$ cat config.mk
export PLATFORM = sky130hd
export DESIGN_NAME = pwr_domain_seq
export DESIGN_NICKNAME = d
export VERILOG_FILES = /design/src/rtl/pwr_domain_seq.sv
export SDC_FILE = /design/constraint.sdc
export NUM_CORES = 1
export LEC_CHECK = 0
export ABC_AREA = 1
export BUFFER_PORTS_ARGS = -buffer_cell sky130_fd_sc_hd__buf_2
export CAP_MARGIN = 20
export CORE_MARGIN = 1.5
export CORE_UTILIZATION = 50
export CTS_CLUSTER_DIAMETER = 40
export CTS_CLUSTER_SIZE = 28
export DETAILED_ROUTE_END_ITERATION = 12
export HOLD_SLACK_MARGIN = 0.15
export PLACE_DENSITY = 0.71
export SLEW_MARGIN = 40
export SYNTH_ARGS = -nofsm -noshare
export SYNTH_HDL_FRONTEND = slang
export SYNTH_SLANG_ARGS = --single-unit
$ cat constraint.sdc
create_clock -name clk_i -period 3.7 [get_ports clk_i]
set_input_delay 0.185 -clock clk_i [delete_from_list [all_inputs] [get_ports clk_i]]
set_output_delay 0.185 -clock clk_i [all_outputs]
set_load 0.03 [all_outputs]
$ cat src/rtl/pwr_domain_seq.sv
// pwr_domain_seq
// Power-up / power-down sequencer for one switchable voltage island.
// Staggers the power-switch segment enables, waits for the domain power-good,
// then orders clock enable, reset release and isolation release. Power-down
// runs the same steps in reverse. Lives in the always-on domain and talks to
// the SoC power controller over a 4-phase request/acknowledge pair.
//
// Ports:
//   clk_i      always-on clock
//   rst_i      synchronous reset, active-high
//   pwr_req_i  1 = domain wanted on, 0 = off (level)
//   pwr_ack_o  1 once ON is reached, 0 once OFF is reached, held in between
//   pgood_i    asynchronous power-good from the domain
//   sw_en_o    power-switch segment enables, thermometer-coded from bit 0
//   iso_en_o   isolation enable for the boundary cells (1 = clamped)
//   dom_rst_o  domain reset, active-high
//   clk_en_o   domain clock-gate enable
//   err_o      power-good timeout flag
//   state_o    current state encoding, for debug
module pwr_domain_seq #(
  parameter int SW_STAGES     = 4,
  parameter int STAGE_DLY     = 8,
  parameter int ISO_DLY       = 2,
  parameter int PGOOD_TIMEOUT = 64
) (
  input  logic                 clk_i,
  input  logic                 rst_i,
  input  logic                 pwr_req_i,
  output logic                 pwr_ack_o,
  input  logic                 pgood_i,
  output logic [SW_STAGES-1:0] sw_en_o,
  output logic                 iso_en_o,
  output logic                 dom_rst_o,
  output logic                 clk_en_o,
  output logic                 err_o,
  output logic [3:0]           state_o
);

  localparam int MAX_AB  = (STAGE_DLY > ISO_DLY) ? STAGE_DLY : ISO_DLY;
  localparam int MAX_DLY = (MAX_AB > PGOOD_TIMEOUT) ? MAX_AB : PGOOD_TIMEOUT;
  localparam int CW      = $clog2(MAX_DLY) + 1;

  // Counter reload values: a step fires on the cycle the counter is zero,
  // so a load of N-1 gives exactly N cycles in the current step.
  localparam logic [CW-1:0] STAGE_LD = CW'(STAGE_DLY - 1);
  localparam logic [CW-1:0] ISO_LD   = CW'(ISO_DLY - 1);
  localparam logic [CW-1:0] PG_LD    = CW'(PGOOD_TIMEOUT - 1);

  typedef enum logic [3:0] {
    S_OFF     = 4'd0,
    S_SW_UP   = 4'd1,
    S_PG_WAIT = 4'd2,
    S_CLK_ON  = 4'd3,
    S_RST_REL = 4'd4,
    S_ON      = 4'd5,
    S_ISO_SET = 4'd6,
    S_CLK_OFF = 4'd7,
    S_SW_DN   = 4'd8,
    S_ERR     = 4'd9
  } state_t;

  state_t                 state;
  logic   [CW-1:0]        cnt;
  logic                   cnt_zero;
  logic                   pg_meta;
  logic                   pg_sync;
  logic   [SW_STAGES-1:0] sw_more;
  logic   [SW_STAGES-1:0] sw_less;

  assign state_o  = state;
  assign cnt_zero = (cnt == '0);

  // Segments are always enabled contiguously from bit 0, so adding the next
  // segment is a shift-in of a one and dropping the highest is a shift right.
  assign sw_more = (sw_en_o << 1) | SW_STAGES'(1);
  assign sw_less = sw_en_o >> 1;

  // Power-good synchroniser. It is held cleared outside PG_WAIT so that a
  // power-good level left over from before the switches settled is never
  // taken as valid; the full two-flop latency is always paid after entry.
  always_ff @(posedge clk_i) begin
    if (rst_i || (state != S_PG_WAIT)) begin
      pg_meta <= 1'b0;
      pg_sync <= 1'b0;
    end else begin
      pg_meta <= pgood_i;
      pg_sync <= pg_meta;
    end
  end

  always_ff @(posedge clk_i) begin
    if (rst_i) begin
      state     <= S_OFF;
      sw_en_o   <= '0;
      iso_en_o  <= 1'b1;
      dom_rst_o <= 1'b1;
      clk_en_o  <= 1'b0;
      pwr_ack_o <= 1'b0;
      err_o     <= 1'b0;
      cnt       <= '0;
    end else begin
      unique case (state)
        S_OFF: begin
          if (pwr_req_i) begin
            state   <= S_SW_UP;
            sw_en_o <= SW_STAGES'(1);
            err_o   <= 1'b0;
            cnt     <= STAGE_LD;
          end
        end

        S_SW_UP: begin
          if (!pwr_req_i) begin
            state   <= S_SW_DN;
            sw_en_o <= sw_less;
            cnt     <= STAGE_LD;
          end else if (cnt_zero) begin
            if (sw_en_o[SW_STAGES-1]) begin
              state <= S_PG_WAIT;
              cnt   <= PG_LD;
            end else begin
              sw_en_o <= sw_more;
              cnt     <= STAGE_LD;
            end
          end else begin
            cnt <= cnt - 1'b1;
          end
        end

        S_PG_WAIT: begin
          if (!pwr_req_i) begin
            state   <= S_SW_DN;
            sw_en_o <= sw_less;
            cnt     <= STAGE_LD;
          end else if (pg_sync) begin
            state    <= S_CLK_ON;
            clk_en_o <= 1'b1;
            cnt      <= ISO_LD;
          end else if (cnt_zero) begin
            state     <= S_ERR;
            sw_en_o   <= '0;
            iso_en_o  <= 1'b1;
            dom_rst_o <= 1'b1;
            clk_en_o  <= 1'b0;
            err_o     <= 1'b1;
            cnt       <= '0;
          end else begin
            cnt <= cnt - 1'b1;
          end
        end

        S_CLK_ON: begin
          if (!pwr_req_i) begin
            state     <= S_CLK_OFF;
            dom_rst_o <= 1'b1;
            clk_en_o  <= 1'b0;
            cnt       <= ISO_LD;
          end else if (cnt_zero) begin
            state     <= S_RST_REL;
            dom_rst_o <= 1'b0;
            cnt       <= ISO_LD;
          end else begin
            cnt <= cnt - 1'b1;
          end
        end

        S_RST_REL: begin
          if (!pwr_req_i) begin
            state     <= S_CLK_OFF;
            dom_rst_o <= 1'b1;
            clk_en_o  <= 1'b0;
            cnt       <= ISO_LD;
          end else if (cnt_zero) begin
            state     <= S_ON;
            iso_en_o  <= 1'b0;
            pwr_ack_o <= 1'b1;
            cnt       <= '0;
          end else begin
            cnt <= cnt - 1'b1;
          end
        end

        S_ON: begin
          if (!pwr_req_i) begin
            state    <= S_ISO_SET;
            iso_en_o <= 1'b1;
            cnt      <= ISO_LD;
          end
        end

        S_ISO_SET: begin
          if (cnt_zero) begin
            state     <= S_CLK_OFF;
            dom_rst_o <= 1'b1;
            clk_en_o  <= 1'b0;
            cnt       <= ISO_LD;
          end else begin
            cnt <= cnt - 1'b1;
          end
        end

        S_CLK_OFF: begin
          if (cnt_zero) begin
            state   <= S_SW_DN;
            sw_en_o <= sw_less;
            cnt     <= STAGE_LD;
          end else begin
            cnt <= cnt - 1'b1;
          end
        end

        S_SW_DN: begin
          if (sw_en_o == '0) begin
            state     <= S_OFF;
            pwr_ack_o <= 1'b0;
            cnt       <= '0;
          end else if (cnt_zero) begin
            sw_en_o <= sw_less;
            cnt     <= STAGE_LD;
          end else begin
            cnt <= cnt - 1'b1;
          end
        end

        S_ERR: begin
          if (!pwr_req_i) begin
            state     <= S_OFF;
            pwr_ack_o <= 1'b0;
            cnt       <= '0;
          end
        end

        default: begin
          state     <= S_OFF;
          sw_en_o   <= '0;
          iso_en_o  <= 1'b1;
          dom_rst_o <= 1'b1;
          clk_en_o  <= 1'b0;
          pwr_ack_o <= 1'b0;
          cnt       <= '0;
        end
      endcase
    end
  end

endmodule
==> impl_metrics.csv, run 1 <==
group,metric,value,unit
drt,drc_errors,0,
sta,slew_headroom,59.6,%
cts,clockBufferDepth,2,
sta,rsz0062_at_grt,"no",
sta,setup_viol,0,
sta,period_minus_slack,2.10,ns
flow_run,maxCapViolCount,0,
drt,drt_iter0_drc,105,
drt,antenna_left,0,
cts,cts_made_buffers,3,
global_routing,grt_max_degree,21,
place,portBuffers,16,
pwr,seqPwrFrac,23.1,%
sta,totalNegativeSetupSlack,0,ns
cts,clock_sinks,22,
logic_synthesis,syn-instance-count,288,
sta,fin_skew,0.00559,ns
pwr,intPower,0.000760,W
sta,hold_viol,0,
floorplanning,pin_count,17,
logic_synthesis,syn-cell-area,1700,sq um
global_routing,grt_pass1_vias,1592,
drt,first_pass_iters,4,
pwr,combPwrFrac,68.8,%
cts,cts_root_buf,"clkbuf_4",
pwr,pwr-share-clk,8.1,%
global_routing,antenna_found_initial,0,
logic_synthesis,synth_ff_type,"dfxtp_1",
floorplanning,start_util,53.9,%
finish,fill_cells,357,
pwr,p_sw_share,55.5,%
cts,h-tree-depth,1,
drt,viasPerCell,5.29,
floorplanning,rows,20,
sta,min_period_over_period,56.8,%
place,gp_congestion,0.906,
pwr,ir_worst_vdd,0.452,mV
worst_setup_path,rr_worst_depth,11,
logic_synthesis,syn_avg_cell_area,5.90,sq um
global_routing,grt_use_total,25.6,%
logic_synthesis,async_flop_share,0,%
cts,clkLatencyLatePin,0.32,ns
cts,path_clk_slew,0.13,ns
finish,fin_nets,311,
finish,fin_cells,348,
pwr,power,0.00171,W
worst_setup_path,start_kind,"register",
logic_synthesis,synth_nets,294,
cts,ctsResizeCount,0,
worst_setup_path,crit_start,"cnt[0]$_SDFFE_PP0P_",
logic_synthesis,synth_cell_type_count,29,
worst_setup_path,r2r_end,"sw_en_o[2]$_SDFFE_PP0P_",
place,placedCellCount,343,
logic_synthesis,ys_ff_latch,22,
worst_setup_path,r2r-start,"cnt[0]$_SDFFE_PP0P_",
place,dpl_cell_area,1810,sq um
worst_setup_path,r2r_setup_slack,1.60,ns
finish,n_antenna_cell,0,
floorplanning,die_h,61.3,um
worst_setup_path,crit_type,"reg -> reg",
place,dp_hpwl,3.26,mm
sta,worst_pin_slew,0.605,ns
floorplanning,coreArea,3150,sq um
logic_synthesis,synth-seq-area-share,25.9,%
worst_setup_path,crit_path_max_fanout,17,
global_routing,grt_pass1_wl,7.26,mm
floorplanning,die_area,3760,sq um
drt,detail_route.wl_per_cell,12.3,um
pwr,powerDensity,919,nW/um^2
finish,area_growth,9.42,%
worst_hold_path,hp-class,"in -> reg",
finish,final_area,1860,sq um
finish,drive_above_1_share,15.8,%
pwr,netSwitchingPower,0.000950,W
floorplanning,die_x,61.3,um
pwr,leakage,0.948,nW
sta,slew_viol_final,0,
worst_hold_path,worstHoldStart,"rst_i",
logic_synthesis,ys_warn_count,0,
logic_synthesis,synth_edf_count,0,
status,status,"finished clean",
global_routing,grt_remaining_overflow,0,
drt,wl,4.27,mm
drt,vias,1842,
worst_setup_path,arrival,2.31,ns
sta,max_clock_freq,476,MHz
worst_setup_path,crit_end,"sw_en_o[2]$_SDFFE_PP0P_",
cts,tritoncts,"built",
worst_setup_path,endpoint_kind,"register",
worst_setup_path,worstPathRequired,3.91,ns
==> stage by stage <==
stage                     hold slack, ns  setup WS (ns)  util [%]
final                              0.259           1.60      59.0
after global routing               0.277           1.25      59.0
after CTS                          0.263           1.61      59.0
after detailed placement           0.454           1.63      57.5
after global placement             0.446           1.71      57.5
after floorplan                    0.352           1.96         -
==> power by group through the flow <==
stage | registers [W] | logic, W | clock network (W)
final | 0.000395 | 0.00118 | 0.000138
after global routing | 0.000408 | 0.00134 | 0.000150
after CTS | 0.000394 | 0.00117 | 0.000144
after detailed placement | 0.000400 | 0.00117 | 0
after global placement | 0.000400 | 0.00116 | 0
after floorplan | 0.000474 | 0.000852 | 0
==> state kept, by name (all words and copies together), names as in the netlist <==
| signal | cells |
|---|---|
| cnt | 7 |
| state_o | 4 |
| sw_en_o | 4 |
| clk_en_o | 1 |
| dom_rst_o | 1 |
| err_o | 1 |
| iso_en_o | 1 |
| pg_meta | 1 |
| pg_sync | 1 |
| pwr_ack_o | 1 |
==> synthesized netlist by cell type (2+ instances only) <==
master    number  share of area [%]
a21oi_1       20                5.9
clkbuf_1       3               0.66
inv_1         28                6.2
nand2_1       84                 19
o21ai_1        5                1.5
nand2_2        6                2.2
nor2_2         3                1.1
nor2_1        36                7.9
nor3b_1        2               0.88
nor2_4         6                4.0
nand2_4        2                1.3
inv_2          7                1.5
dfxtp_1       22                 26
o211ai_1       4                1.8
buf_2          2               0.59
o21ai_0       19                5.6
nor3_1         2               0.59
ha_1           2                1.5
nand3_1       25                7.4
==> area by class of cell <==
class,instances,area (sq um),area share [%]
well taps,44,55.1,2.96
flip-flops and latches,22,440,23.7
multi-input cells,226,1110,59.5
clock buffers,4,36.3,1.95
repair buffers,17,90.1,4.84
inverters,35,131,7.06
==> worst min path at each step <==
stage,end,slack [ns],cells past startpoint
6_report,sw_en_o[2]$_SDFFE_PP0P_,0.26,2
5_1_grt,err_o$_SDFFE_PP0P_,0.28,2
4_1_cts,sw_en_o[2]$_SDFFE_PP0P_,0.26,2
3_5_place_dp,pg_sync$_SDFF_PP0_,0.45,1
3_3_place_gp,iso_en_o$_SDFFE_PP1P_,0.45,2
2_1_floorplan,pg_meta$_SDFF_PP0_,0.35,1
==> layer usage <==
layer / track usage, % / up-vias / share of wire, %
met5: 0 / - / 0
met3: 3.57 / 6 / 4.1
li1: - / 955 / -
met1: 36.1 / 845 / 48
met4: 5.59 / 0 / 0.84
met2: 41.8 / 36 / 47
==> what timing repair did <==
action | in CTS | in global routing
endpoints found under the hold margin | 1 | 0
buffers inserted | 0 | 0
hold buffers | 1 | 0
==> logic make-up after synthesis <==
group,count (synthesis),synth area share [%]
fa+ha+maj,2,1.47
buf+inv,40,8.98
simple gates,172,46.4
xor+xnor,2,1.03
flops,22,25.9
compound gates,50,16.2
==> placed cells by master (no fill, tap or decap), types with 3 or more instances in the layout <==
master    count
o211ai_1      4
nand3_1      25
nand2_1      84
inv_1        28
dfxtp_1      22
a21oi_1      20
nor2_2        3
buf_2        16
o21ai_0      19
clkbuf_4      3
inv_2         7
o21ai_1       5
nor2_1       36
nand2_2       6
nor2_4        6
==> critical path, cell delays in order (launching register included) <==
cell and delay [ns]:
dfxtp_1 0.34, inv_1 0.14, ha_1 0.19, inv_1 0.04, nor2_1 0.07, nand3_1 0.43
nand3_1 0.29, inv_1 0.06, nor2_1 0.11, nand3_2 0.13, o21ai_1 0.15, nor2_1 0.04
(Power assumes the default switching activity.)
==> run 2, diff against run 1 <==
==> constraint.sdc (replaced) <==
create_clock -name clk_i -period 2.1 [get_ports clk_i]
set_input_delay 0.105 -clock clk_i [delete_from_list [all_inputs] [get_ports clk_i]]
set_output_delay 0.105 -clock clk_i [all_outputs]
set_load 0.03 [all_outputs]
==> impl_metrics.csv, run 2 (synthesized netlist as in run 1, its figures left out) <==
group,metric,value,unit
drt,antenna_left,0,
sta,worst_pin_slew,0.470,ns
cts,cts_root_buf,"clkbuf_4",
finish,layout_common_cells,"nand2_1 (84), nor2_1 (36), inv_1 (28)",
cts,path_clk_slew,0.14,ns
floorplanning,start_util,53.9,%
global_routing,grt_pass1_vias,1672,
worst_setup_path,arrival,2.05,ns
worst_setup_path,path_buf_inv,2,
finish,n_antenna_cell,0,
drt,drc_errors,0,
global_routing,grt_use_total,25.5,%
cts,clock_sinks,22,
finish,fin_util,60.2,%
worst_setup_path,worstPathRequired,2.32,ns
finish,seqCellArea,440,sq um
sta,slew_viol_final,0,
cts,clkLatencyLatePin,0.32,ns
finish,fill_cells,340,
sta,hold_slack,0.172,ns
place,place_ws,0.290,ns
worst_setup_path,start_kind,"register",
sta,period_minus_slack,1.83,ns
drt,detail_route.wl_per_cell,12.0,um
drt,vias,1834,
worst_setup_path,crit_slowest_cell,"dfxtp_1",
status,status,"finished clean",
worst_setup_path,crit_path_cell_trace,"inv_2 -> nor2_4 -> nand2_1 -> nand2_2 -> inv_2 -> o21ai_4 -> nor2_4 -> nand2_4 -> nand2_1 -> nand2_1 -> nor2_1",
place,gp_congestion,0.894,
sta,setup_viol,0,
cts,cts_made_buffers,3,
finish,final_common_cell,"nand2_1",
finish,fin_nets,313,
finish,largest_register_ffs,7,
global_routing,grt_pass1_wl,7.30,mm
sta,min_period_over_period,87.3,%
sta,hold_viol,0,
sta,max_clock_freq,545,MHz
pwr,powerDensity,1660,nW/um^2
cts,tritoncts,"built",
pwr,p_sw_share,53.8,%
global_routing,grt_remaining_overflow,0,
worst_setup_path,slowest_delay,0.52,ns
drt,wl,4.19,mm
finish,multiInputGateArea,1110,sq um
pwr,combPwrFrac,67.2,%
worst_setup_path,crit_path_max_fanout,10,
drt,drt_iter0_drc,185,
floorplanning,pin_count,17,
worst_setup_path,crit_type,"reg -> reg",
sta,slew_headroom,68.7,%
global_routing,grt_max_degree,21,
floorplanning,die_area,3760,sq um
worst_setup_path,endpoint_kind,"register",
pwr,netSwitchingPower,0.00170,W
global_routing,antenna_found_initial,0,
cts,clockBufferDepth,2,
pwr,pwr-share-clk,10.9,%
sta,fin_skew,0.00423,ns
finish,final_area,1900,sq um
drt,viasPerCell,5.24,
place,dp_hpwl,3.24,mm
cts,h-tree-depth,1,
worst_setup_path,path_common_cell,"nand2_1",
floorplanning,rows,20,
cts,postCtsSetupBuffers,0,
sta,worst_slack,0.266,ns
flow_run,maxCapViolCount,0,
place,portBuffers,16,
finish,drive_above_1_share,16.7,%
place,dpl_cell_area,1830,sq um
pwr,leakage,0.968,nW
floorplanning,die_x,61.3,um
pwr,ir_worst_vdd,0.871,mV
finish,regMostFlops,"cnt",
sta,rsz0062_at_grt,"no",
worst_hold_path,hp-class,"in -> reg",
floorplanning,coreArea,3150,sq um
finish,area_growth,11.6,%
worst_setup_path,r2r_setup_slack,0.27,ns
floorplanning,die_h,61.3,um
worst_setup_path,critPathTopFamily,"simple AND/OR/NAND/NOR gates",
pwr,intPower,0.00146,W
drt,first_pass_iters,4,
sta,totalNegativeSetupSlack,0,ns
pwr,seqPwrFrac,21.9,%
==> run 2: per-layer routing <==
metal | global-route usage (%) | share of wire [%]
met5 | 0 | 0
met4 | 9.32 | 1.9
met3 | 3.78 | 6.7
met2 | 37.8 | 45
met1 | 37.4 | 46
==> run 2: repair_timing <==
action                     CTS  global route
setup endpoints to repair    0             4
gates resized for setup      0             1
hold buffers                 1             0
hold endpoints to repair     1             0
==> run 2: stage by stage <==
stage / power, W / cells
global route: 0.00351 / 350
finish: 0.00316 / 350
detailed placement: 0.00280 / 345
global placement: 0.00279 / 345
CTS: 0.00315 / 350
floorplan: 0.00234 / 288
==> run 2: worst paths after layout <==
path | startpoint | end | cells after the start
worst max-delay path | state_o[2]$_SDFFE_PP0P_ | state_o[0]$_SDFFE_PP0P_ | 11
worst min-delay path | rst_i | sw_en_o[2]$_SDFFE_PP0P_ | 2
worst max register to register | state_o[2]$_SDFFE_PP0P_ | state_o[0]$_SDFFE_PP0P_ | 11
worst min register to register | pg_meta$_SDFF_PP0_ | pg_sync$_SDFF_PP0_ | 1
==> run 2: cell type report <==
type,count,area share [%]
Sequential cell,22,23.2
Inverter,35,6.93
Tap cell,44,2.90
Multi-Input combinational cell,226,58.6
Clock buffer,3,1.19
Timing Repair Buffer,19,5.54
Clock inverter,1,1.58
==> run 2: power by group through the flow <==
stage / clock network [W] / registers (W) / logic, W
final: 0.000345 / 0.000690 / 0.00212
after global routing: 0.000360 / 0.000713 / 0.00243
after CTS: 0.000346 / 0.000690 / 0.00211
after detailed placement: 0 / 0.000701 / 0.00210
after global placement: 0 / 0.000699 / 0.00209
after floorplan: 0 / 0.000836 / 0.00150
==> run 3, diff against run 2 <==
--- a/config.mk
+++ b/config.mk
@@ -5,7 +5,6 @@
 export SDC_FILE = /design/constraint.sdc
 export NUM_CORES = 1
 export LEC_CHECK = 0
-export ABC_AREA = 1
 export BUFFER_PORTS_ARGS = -buffer_cell sky130_fd_sc_hd__buf_2
 export CAP_MARGIN = 20
 export CORE_MARGIN = 1.5
@@ -15,6 +14,7 @@
 export DETAILED_ROUTE_END_ITERATION = 12
 export HOLD_SLACK_MARGIN = 0.15
 export PLACE_DENSITY = 0.71
+export RECOVER_POWER = 25
 export SLEW_MARGIN = 40
 export SYNTH_ARGS = -nofsm -noshare
 export SYNTH_HDL_FRONTEND = slang
==> constraint.sdc (replaced) <==
create_clock -name clk_i -period 1.7 [get_ports clk_i]
set_input_delay 0.085 -clock clk_i [delete_from_list [all_inputs] [get_ports clk_i]]
set_output_delay 0.085 -clock clk_i [all_outputs]
set_load 0.03 [all_outputs]
==> impl_metrics.csv, run 3 <==
group,metric,value,unit
global_routing,grt_pass1_wl,10.8,mm
worst_setup_path,slowest_delay,0.43,ns
status,violations,"negative setup slack",
logic_synthesis,synth_edf_count,0,
drt,antenna_left,0,
floorplanning,coreArea,3440,sq um
worst_hold_path,hp-class,"in -> reg",
worst_setup_path,crit_path_max_fanout,6,
drt,vias,2569,
sta,rsz0062_at_grt,"yes",
finish,final_common_cell,"buf_4",
finish,fin_nets,331,
sta,hold_slack,0.292,ns
worst_setup_path,crit_path_cell_trace,"buf_4 -> nand4b_1 -> buf_4 -> a31o_4 -> o31ai_1 -> o311ai_4 -> o41ai_2",
logic_synthesis,ys_warn_count,0,
floorplanning,start_util,53.9,%
sta,totalNegativeSetupSlack,-1.44,ns
flow_run,maxCapViolCount,0,
floorplanning,die_h,63.9,um
cts,clockBufferDepth,2,
logic_synthesis,synth_commonest_cells,"dfxtp_1 (22), nor2_1 (22), nand2_1 (20)",
worst_setup_path,start_kind,"register",
global_routing,grt_max_degree,21,
place,gp_congestion,1.02,
pwr,combPwrFrac,73.6,%
logic_synthesis,syn-instance-count,251,
pwr,ir_worst_vdd,0.808,mV
cts,cts_root_buf,"clkbuf_8",
sta,slew_viol_final,0,
logic_synthesis,synth_cell_type_count,61,
finish,regMostFlops,"cnt",
logic_synthesis,synth-seq-area-share,23.7,%
place,place_ws,-0.148,ns
sta,max_clock_freq,532,MHz
place,dp_hpwl,4.75,mm
place,placedCellCount,359,
floorplanning,rows,21,
floorplanning,die_x,63.9,um
logic_synthesis,synth_area_leaders,"dfxtp_1 (24%), a21oi_1 (4.6%), nor2_1 (4.5%)",
logic_synthesis,synth_top_area_share,23.7,%
logic_synthesis,async_flop_share,0,%
global_routing,grt_remaining_overflow,0,
global_routing,grt_use_total,33.2,%
cts,tritoncts,"built",
finish,fin_cells,370,
cts,cts_made_buffers,3,
logic_synthesis,syn-cell-area,1860,sq um
place,portBuffers,16,
worst_setup_path,crit_slowest_cell,"dfxtp_2",
sta,worst_pin_slew,0.760,ns
pwr,leakage,1.16,nW
finish,n_antenna_cell,0,
sta,slew_headroom,48.9,%
floorplanning,pin_count,17,
sta,min_period_over_period,111,%
pwr,intPower,0.00214,W
finish,drive_above_1_share,46.9,%
logic_synthesis,synth_nets,257,
cts,h-tree-depth,1,
pwr,powerDensity,1420,nW/um^2
cts,clkLatencyLatePin,0.27,ns
sta,hold_viol,0,
pwr,p_sw_share,47.2,%
finish,area_growth,53.3,%
worst_setup_path,endpoint_kind,"register",
drt,first_pass_iters,6,
pwr,netSwitchingPower,0.00191,W
finish,layout_common_cells,"buf_4 (63), nor2_1 (20), nand2_1 (18)",
floorplanning,die_area,4090,sq um
sta,fin_skew,0.00567,ns
drt,drt_iter0_drc,309,
logic_synthesis,synth_area_leader_cell,"dfxtp_1",
logic_synthesis,synth_ff_type,"dfxtp_1",
sta,setup_viol,13,
worst_setup_path,path_common_cell,"buf_4",
status,status,"finished, violations left",
sta,period_minus_slack,1.88,ns
sta,worst_slack,-0.180,ns
pwr,seqPwrFrac,17.8,%
pwr,pwr-share-clk,8.6,%
worst_setup_path,arrival,2.03,ns
cts,path_clk_slew,0.08,ns
drt,drc_errors,0,
logic_synthesis,syn_avg_cell_area,7.39,sq um
worst_setup_path,worstPathRequired,1.85,ns
logic_synthesis,ys_ff_latch,22,
cts,clock_sinks,22,
global_routing,antenna_found_initial,0,
drt,detail_route.wl_per_cell,21.0,um
drt,viasPerCell,6.94,
worst_setup_path,crit_type,"reg -> reg",
finish,largest_register_ffs,7,
global_routing,grt_pass1_vias,2278,
finish,fill_cells,217,
drt,wl,7.75,mm
## run 3: changes by cell type after synthesis, moves of 8 or more
cell,previous run,this run
nand2_1,84,20
inv_1,28,8
nand3_1,25,10
nor2_1,36,22
buf_2,2,12
a31oi_1,0,9
o21ai_0,19,10
nor2b_1,0,8
## run 3: worst paths after layout
path	startpoint	end	slack, ns	depth (start not counted)
worst min register to register	pg_meta$_SDFF_PP0_	pg_sync$_SDFF_PP0_	0.44	1
worst max-delay path	state_o[3]$_SDFFE_PP0P_	state_o[0]$_SDFFE_PP0P_	-0.18	7
worst min-delay path	pwr_req_i	state_o[0]$_SDFFE_PP0P_	0.29	3
worst max register to register	state_o[3]$_SDFFE_PP0P_	state_o[0]$_SDFFE_PP0P_	-0.18	7
## run 3: cells by family (layout without fill, tap and decap cells)
family          after synthesis  in the layout  synth area share (%)
flops                        22             22                  23.7
mux                           5              5                  2.90
fa+ha+maj                     4              4                  2.43
buf+inv                      30            103                  7.08
compound gates               90             90                  34.1
simple gates                 97             97                  28.3
xor+xnor                      3              3                  1.42
## run 3: power groups by stage
stage	combinational [W]	sequential [W]	clock, W
final	0.00298	0.000720	0.000350
after global placement	0.00220	0.000711	0
after detailed placement	0.00221	0.000709	0
after floorplan	0.00127	0.000782	0
after CTS	0.00241	0.000706	0.000346
after global routing	0.00311	0.000726	0.000368
## run 3: metrics by stage
stage	power, W	util (%)	cell area, sq um
4_1_cts	0.00346	76.0	2620
3_5_place_dp	0.00292	71.1	2450
3_3_place_gp	0.00291	71.1	2450
6_report	0.00405	82.7	2850
2_1_floorplan	0.00205	-	1930
5_1_grt	0.00421	82.7	2850
## run 3: layout make-up
| type | instances | area [sq um] | share of cell area [%] |
|---|---|---|---|
| multi-input combinational | 199 | 1580 | 55.5 |
| timing repair buffer | 89 | 663 | 23.3 |
| sequential | 22 | 459 | 16.1 |
| tap | 46 | 57.6 | 2.02 |
| clock buffer | 4 | 45.0 | 1.58 |
| inverter | 10 | 40.0 | 1.41 |
## run 3: repair_timing
item | 4_1_cts | 5_1_grt
pin swaps | 16 | 18
resized for setup | 26 | 40
hold endpoints to repair | 1 | 0
hold buffers | 1 | 0
setup buffers | 2 | 4
cloned | 0 | 0
endpoints found under the setup margin | 17 | 20
## run 3: routing by layer
layer / track usage [%] / vias to the layer above / share of wire [%] / routed length [um]
met1: 43.5 / 1177 / 38 / 2940
met5: 0 / - / 0 / 0
met3: 5.81 / 68 / 11 / 856
met4: 13.9 / 0 / 6.9 / 538
li1: - / 1102 / - / -
met2: 53.4 / 222 / 44 / 3420
## run 3: worst max-delay path, delay by kind of cell (launching register included)
kind	cells	cell delay, ns
AO/OA/AOI/OAI	4	0.84
buffers and inverters	2	0.29
flip-flops	1	0.43
AND/OR/NAND/NOR	1	0.19
